[config.mk]
export PLATFORM = sky130hd
export DESIGN_NAME = ratio_pulse_gen
export DESIGN_NICKNAME = d
export VERILOG_FILES = /design/src/rtl/ratio_pulse_gen.sv
export SDC_FILE = /design/constraint.sdc
export NUM_CORES = 1
export LEC_CHECK = 0
export CORE_MARGIN = 4
export CORE_UTILIZATION = 50
export CTS_CLUSTER_SIZE = 20
export DETAILED_ROUTE_END_ITERATION = 12
export DONT_BUFFER_PORTS = 1
export PLACE_DENSITY = 0.68
export RECOVER_POWER = 25
export SLEW_MARGIN = 0
export SYNTH_ARGS = -nofsm -noshare
export SYNTH_HDL_FRONTEND = slang
export SYNTH_SLANG_ARGS = --single-unit
export TNS_END_PERCENT = 10
[constraint.sdc]
create_clock -name clk -period 2.75 [get_ports clk]
set_input_delay 0.55 -clock clk [delete_from_list [all_inputs] [get_ports clk]]
set_output_delay 0.55 -clock clk [all_outputs]
set_load 0.05 [all_outputs]
[src/rtl/ratio_pulse_gen.sv]
// Programmable pulse-train source: a phase accumulator adds step each RUN cycle,
// and every carry out becomes a one-cycle high pulse on sig_out. A run lasts
// for a programmed number of clk cycles (or until stop) and reports how many
// cycles elapsed and how many pulses were emitted.
module ratio_pulse_gen #(
   parameter int                ACC_W    = 16,
   parameter int                CNT_W    = 16,
   parameter logic [ACC_W-1:0]  STEP_MAX = ACC_W'(16'h8000)
) (
   input  logic             clk,
   input  logic             rst,
   input  logic             start,
   input  logic             stop,
   input  logic [ACC_W-1:0] step,
   input  logic [CNT_W-1:0] window,
   output logic             sig_out,
   output logic             busy,
   output logic             done,
   output logic             step_sat,
   output logic [CNT_W-1:0] cycle_count,
   output logic [CNT_W-1:0] pulse_count
);

   typedef enum logic [1:0] {IDLE, RUN, DONE} state_t;

   state_t           state, state_nxt;
   logic [ACC_W-1:0] acc;
   logic [ACC_W-1:0] step_r;
   logic [CNT_W-1:0] window_r;

   logic [ACC_W:0]   sum;
   logic             carry;
   logic [CNT_W-1:0] cc_inc;
   logic [CNT_W-1:0] pc_inc;
   logic             win_end;

   // One accumulate step: carry is the pulse; counters saturate at all-ones.
   // window_r == 0 means free-run, so the count never terminates the run.
   always_comb begin
      sum     = {1'b0, acc} + {1'b0, step_r};
      carry   = sum[ACC_W];
      cc_inc  = (cycle_count == '1) ? cycle_count : cycle_count + 1'b1;
      pc_inc  = (pulse_count == '1 || !carry) ? pulse_count : pulse_count + 1'b1;
      win_end = (window_r != '0) && (cc_inc == window_r);
   end

   // State register.
   always_ff @(posedge clk) begin
      if (rst) state <= IDLE;
      else     state <= state_nxt;
   end

   // Next-state: stop takes priority over the final window cycle.
   always_comb begin
      state_nxt = state;
      case (state)
         IDLE:    if (start) state_nxt = RUN;
         RUN:     if (stop || win_end) state_nxt = DONE;
         DONE:    state_nxt = IDLE;
         default: state_nxt = IDLE;
      endcase
   end

   // Datapath: latch parameters on start, accumulate and count while running.
   always_ff @(posedge clk) begin
      if (rst) begin
         acc         <= '0;
         step_r      <= '0;
         window_r    <= '0;
         step_sat    <= 1'b0;
         cycle_count <= '0;
         pulse_count <= '0;
         sig_out     <= 1'b0;
      end else begin
         sig_out <= 1'b0;
         case (state)
            IDLE: begin
               if (start) begin
                  step_r      <= (step > STEP_MAX) ? STEP_MAX : step;
                  step_sat    <= (step > STEP_MAX);
                  window_r    <= window;
                  acc         <= '0;
                  cycle_count <= '0;
                  pulse_count <= '0;
               end
            end
            RUN: begin
               if (!stop) begin
                  acc         <= sum[ACC_W-1:0];
                  cycle_count <= cc_inc;
                  pulse_count <= pc_inc;
                  sig_out     <= carry;
               end
            end
            default: ;
         endcase
      end
   end

   // Status decoded straight from state; done is high for the single DONE cycle.
   always_comb begin
      busy = (state == RUN);
      done = (state == DONE);
   end

endmodule
==> qor.yml, run 1 <==
clocking:
  ctsHoldBuffers: 0
  clock_sinks: 84
  cts.reportedPaths.clkPinSlew_ns: 0.09
  cts_max_level: 3
  cts_resized: 0
  clk_path_buf_depth: 2
  cts_setup_buffers: 0
  cts_buffers: 9
  cts_tree: "built"
  worstSkewPairLatency_ns: 0.36
  clock-root-buffer: "clkbuf_8"
global_route:
  antenna_found_initial: 0
  grt_pass1_wl_um: 24440
  grt_pass1_vias: 4977
  grt_max_degree: 70
  grt_overflow: 0
  grt.total_usage: 0.2605
floorplanning:
  io_pins: 72
  num_rows: 36
  fp.dieW_um: 109.6
  die_y_um: 109.6
  design.core.area_um2: 9910
  initial_utilization: 0.5203
  die_area_um2: 12000
cells_and_area:
  final_nets: 758
  post-route-util: 0.5769
  drive_gt1_frac: 0.1216
  final_area_um2: 5717
  diodes: 0
  synthToLayoutAreaGrowth_pct: 10.87
  fillers: 969
critical_path:
  r2r_setup_slack_ns: 0.19
  required_ns: 3.06
  r2r_end: "pulse_count[10]"
  end_kind: "flop"
  worst_setup_path_start_kind: "flop"
  ff2ff_path_depth: 11
  critical_path.slowest_cell: "or4_1"
  rr_startpoint: "acc[0]"
  path_class: "reg -> reg"
  path_buf_inv: 2
  crit_chain: "ha_1 > inv_1 > fa_1 > nor2b_2 > o21ai_1 > a21boi_2 > o221ai_2 > buf_4 > a211o_1 > or4_1 > nand2_1"
  cpPeakStageDelay_ns: 0.40
  critPathArrivalTime_ns: 2.87
  worstPathMaxFanout: 9
  crit_family: "compound AO/OA/AOI/OAI gates"
yosys:
  yosysWarnings: 0
  yosys-top-cells-area: "dfxtp_1, a21oi_1, nand2_1"
  synth_cell_types: 68
  yosysSeqAreaShare: 0.3261
  synth-simple-area-share: 0.2943
  netlist_area_um2: 5156
  synth_compound_area_frac: 0.2184
  syn_avg_cell_area_um2: 7.639
  netlist_instances: 675
  synthArstFlopShare: 0
  synth.area.mux_share: 0.01577
  synth_edf_count: 0
  synthesis.nets: 730
  synthAdderAreaFrac: 0.04756
  synth_area_leader_cell: "dfxtp_1"
  synth_top_family_by_area: "simple AND/OR/NAND/NOR gates"
  synth_top_area_share: 0.3261
  synth_top_flop_cell: "dfxtp_1"
  ys_seq_elements: 84
  synthXorXnorAreaFrac: 0.03567
route:
  drt.antenna.violating_nets: 0
  wl_per_cell_um: 17.79
  drc: 0
  num_vias: 5147
  first_pass_iters: 5
  routed_via_density: 6.127
  routed_wl_um: 14950
  drt_iter0_markers: 299
timing:
  finalHoldViolCount: 0
  min_period_ns: 2.558
  tightest_slew_ns: 0.8811
  setup_violations: 0
  setup_tns_ns: 0
  slew_headroom: 0.4126
  max_freq_mhz: 390.9
  final_max_slew_viol_count: 0
  finalCritPeriodShare: 0.9304
  rsz0062_at_grt: "no"
  clock_skew_ns: 0.01114
place:
  dpl-instance-area_um2: 5538
  io_buffers: 0
  gp_routability_congestion: 0.9765
  post-dp-hpwl_um: 11070
worst_hold_path:
  hold_start: "rst"
  hold_end: "window_r[6]"
  holdPathStages: 1
  hp-class: "in -> reg"
power_and_ir_drop:
  irDropWorstVdd_mv: 0.2515
  p_leak_nw: 2.095
  p_per_area_nw_per_um2: 427.9
run:
  maxCapViolCount: 0
status:
  run_status: "complete, no violations"
[kinds of logic (layout without fill, tap and decap cells)]
family          after synthesis  count (layout)
xor+xnor                     21              21
flops                        84              84
fa+ha+maj                    19              19
simple gates                295             295
mux                           8               8
compound gates              183             183
buf+inv                      65              97
[report_power, final]
part,internal [mW],switching [mW]
clock,0.439,0.458
sequential,1.25,0.0374
combinational,0.0932,0.172
[metal layers]
layer	share of wire	track usage
met4	0.043	0.1425
met3	0.073	0.04228
met5	0	0
met1	0.42	0.3290
met2	0.46	0.4237
[cell usage after synthesis, types with 7 or more instances]
library cell  instances
nand2_1             103
dfxtp_1              84
a21oi_1              79
o21ai_0              39
nand3_1              37
nor2_1               35
clkbuf_1             23
inv_1                22
nand4_1              22
ha_1                 18
nor3_1               14
and3_1               13
nor4_1               11
xnor2_1              11
xor2_1               10
or3_1                 9
buf_6                 8
a31oi_1               7
mux2i_1               7
o31ai_1               7
or4_1                 7
[area by class of cell]
class / instances / area (um2) / share of cell area
Sequential cell: 84 / 1684 / 0.2946
Clock buffer: 11 / 141.4 / 0.02473
Tap cell: 133 / 166.4 / 0.02911
Clock inverter: 4 / 50.05 / 0.008755
Timing Repair Buffer: 60 / 417.9 / 0.07310
Inverter: 22 / 82.58 / 0.01445
Multi-Input combinational cell: 526 / 3174 / 0.5553
[state kept, by name, indices dropped and copies added (netlist names)]
name         flops
state            2
cycle_count     16
pulse_count     16
acc             16
step_r          16
window_r        16
sig_out          1
step_sat         1
[placed cells by master, fill, tap and decap left out, types with 4 or more instances in the layout]
| master | Yosys | final |
|---|---|---|
| nand2_1 | 103 | 103 |
| inv_1 | 22 | 22 |
| a311oi_1 | 4 | 4 |
| a2111oi_0 | 5 | 5 |
| a211oi_1 | 4 | 4 |
| clkbuf_8 | 0 | 10 |
| dfxtp_1 | 84 | 82 |
| nor3_1 | 14 | 14 |
| nor3b_1 | 6 | 6 |
| mux2i_1 | 7 | 7 |
| o21ai_0 | 39 | 39 |
| or3_1 | 9 | 9 |
| o31ai_1 | 7 | 7 |
| and3_1 | 13 | 13 |
| nor2_1 | 35 | 35 |
| nor4_1 | 11 | 11 |
| nand2b_1 | 4 | 4 |
| clkbuf_1 | 23 | 9 |
| ha_1 | 18 | 18 |
| and2_1 | 5 | 5 |
| xor2_1 | 10 | 10 |
| buf_4 | 2 | 51 |
| nand3_1 | 37 | 37 |
| nand4_1 | 22 | 22 |
| or4_1 | 7 | 7 |
| nand3b_1 | 5 | 5 |
| a21oi_1 | 79 | 79 |
| xnor2_1 | 11 | 11 |
| a31oi_1 | 7 | 7 |
| o211ai_1 | 6 | 6 |
[how the worst max path moves through the flow]
| stage | startpoint | to | cells past startpoint |
|---|---|---|---|
| after floorplan | cycle_count[0] | state[0] | 9 |
| after global placement | acc[0] | pulse_count[13] | 10 |
| after detailed placement | acc[0] | pulse_count[13] | 10 |
| after CTS | acc[0] | pulse_count[13] | 10 |
| after global routing | step_r[0] | pulse_count[10] | 11 |
| final | acc[0] | pulse_count[10] | 11 |
[through the flow]
step | power [mW] | std cells | worst slack [ns] | hold WS, ns
floorplan | 1.510 | 675 | 0.1551 | 0.4315
global placement | 1.571 | 825 | 0.1410 | 0.4393
detailed placement | 1.576 | 825 | 0.01936 | 0.4470
CTS | 2.461 | 840 | 0.006965 | 0.2330
global route | 2.550 | 840 | 0.01415 | 0.2288
finish | 2.446 | 840 | 0.1915 | 0.2474
Note: power is estimated with default switching activity, not from simulation.
==> run 2: changes to the inputs <==
- SLEW_MARGIN: 0 -> 15
- TNS_END_PERCENT: 10 -> default
==> results of run 2 <==
Final layout, timing and power as in run 1 (identical DEF).
==> run 3: changes to the inputs <==
- CAP_MARGIN: default -> 40
- PLACE_DENSITY: 0.68 -> default
- clock period: 2.75 -> 3.1 ns (I/O delays scaled with it)
==> run 3 against run 2 <==
- the run now ends with capacitance limit, slew limit left
- final cell count fell by 2.4%
- clock-buffer cell count rose by 1
- clock skew fell by 0.0056 ns
- power fell by 11%
- cell area fell by 2.7%
- critical endpoint is now pulse_count[13]
- largest power group unchanged
==> qor.yml, run 3 (synthesized netlist as in run 1, its figures left out) <==
critical_path:
  worstPathMaxFanout: 21
  path_buf_inv: 1
  r2r_setup_slack_ns: 0.27
  crit_family: "compound AO/OA/AOI/OAI gates"
  required_ns: 3.40
  worst_setup_path_start_kind: "flop"
  path_class: "reg -> reg"
  cpPeakStageDelay_ns: 0.57
  critPathArrivalTime_ns: 3.13
  crit_chain: "ha_1 > inv_1 > fa_1 > nor2b_1 > o21ai_1 > a21boi_1 > o221ai_2 > a21o_1 > or4_1 > a21oi_1"
  critical_path.slowest_cell: "or4_1"
  end_kind: "flop"
route:
  first_pass_iters: 5
  routed_wl_um: 15300
  wl_met2_um: 7085
  highest_layer: "met4"
  drt_iter0_markers: 310
  wl_met1_um: 6454
  routed_via_density: 6.240
  dr_wl_met3_um: 1087
  wl_per_cell_um: 18.65
  num_vias: 5117
  drc: 0
  drt.antenna.violating_nets: 0
status:
  run_status: "finished with violations"
  violations: "capacitance limit, slew limit"
place:
  dpl-instance-area_um2: 5378
  io_buffers: 0
  preCtsSetupSlack_ns: 0.2794
  post-dp-hpwl_um: 11050
  gp_routability_congestion: 1.012
  dp.cells: 804
cells_and_area:
  synthToLayoutAreaGrowth_pct: 7.911
  diodes: 0
  finalNonFillerCells: 820
  post-route-util: 0.5615
  mostFrequentLayoutCell: "nand2_1"
  drive_gt1_frac: 0.09461
  fillers: 1011
  final_nets: 737
  final_cell_mix: "nand2_1, dfxtp_1, a21oi_1"
  final_area_um2: 5564
global_route:
  grt_pass1_wl_um: 24190
  grt_max_degree: 70
  grt_pass1_vias: 4890
  grt.total_usage: 0.2586
  grt_overflow: 0
  antenna_found_initial: 0
clocking:
  cts_max_level: 3
  clock_sinks: 84
  cts_buffers: 9
  cts_resized: 0
  cts_setup_buffers: 0
  clk_path_buf_depth: 2
  ctsHoldBuffers: 0
  cts_tree: "built"
  cts.reportedPaths.clkPinSlew_ns: 0.08
  clock-root-buffer: "clkbuf_8"
  worstSkewPairLatency_ns: 0.37
timing:
  tightest_slew_ns: 1.896
  final_max_slew_viol_count: 42
  rsz0062_at_grt: "no"
  setup_tns_ns: 0
  finalCritPeriodShare: 0.9132
  clock_skew_ns: 0.005544
  slew_headroom: -0.2640
  max_freq_mhz: 353.3
  finalHoldViolCount: 0
  setup_violations: 0
  hold_ws_ns: 0.3157
  worst_slack_ns: 0.2692
  min_period_ns: 2.831
power_and_ir_drop:
  power_mw: 2.183
  irDropWorstVdd_mv: 0.3163
  p_per_area_nw_per_um2: 392.3
  p_leak_nw: 2.017
floorplanning:
  initial_utilization: 0.5203
  fp.dieW_um: 109.6
  io_pins: 72
  num_rows: 36
  die_y_um: 109.6
  design.core.area_um2: 9910
  die_area_um2: 12000
worst_hold_path:
  hp-class: "in -> reg"
run:
  maxCapViolCount: 1
## run 3: changes by cell type in the layout (fill, tap and decap cells not counted), sizes merged
| cell | change |
|---|---|
| clkbuf | -6 |
| clkinv | +2 |
| buf | -14 |
| clkinvlp | -2 |
## run 3: layout make-up
type	count	area [um2]	area share
Clock buffer	12	145.1	0.02608
Clock inverter	4	48.80	0.008770
Inverter	22	82.58	0.01484
Multi-Input combinational cell	526	3154	0.5669
Sequential cell	84	1682	0.3022
Tap cell	133	166.4	0.02991
Timing Repair Buffer	39	285.3	0.05127
## run 3: power breakdown
| part | switching, mW | leakage (nW) | internal (mW) |
|---|---|---|---|
| logic | 0.155 | 1.24 | 0.0820 |
| clock network | 0.412 | 0.100 | 0.394 |
| registers | 0.0334 | 0.681 | 1.11 |
| total | 0.600 | 2.02 | 1.58 |
## run 3: final timing paths
check | startpoint | end | cells past startpoint
max | acc[0] | pulse_count[13] | 10
min | rst | window_r[0] | 1
max reg2reg | acc[0] | pulse_count[13] | 10
min reg2reg | step_r[0] | step_r[0] | 2
## run 3: worst register-to-register path: stages, from the launching register on
cell and delay, ns:
dfxtp_1 0.35, ha_1 0.18, inv_1 0.05, fa_1 0.38
nor2b_1 0.17, o21ai_1 0.09, a21boi_1 0.27, o221ai_2 0.18
a21o_1 0.39, or4_1 0.58, a21oi_1 0.14
## run 3: per-layer routing
metal / GRT usage / vias up
li1: - / 2484
met3: 0.06342 / 61
met2: 0.4276 / 205
met1: 0.3093 / 2367
met4: 0.1371 / 0
met5: 0 / -
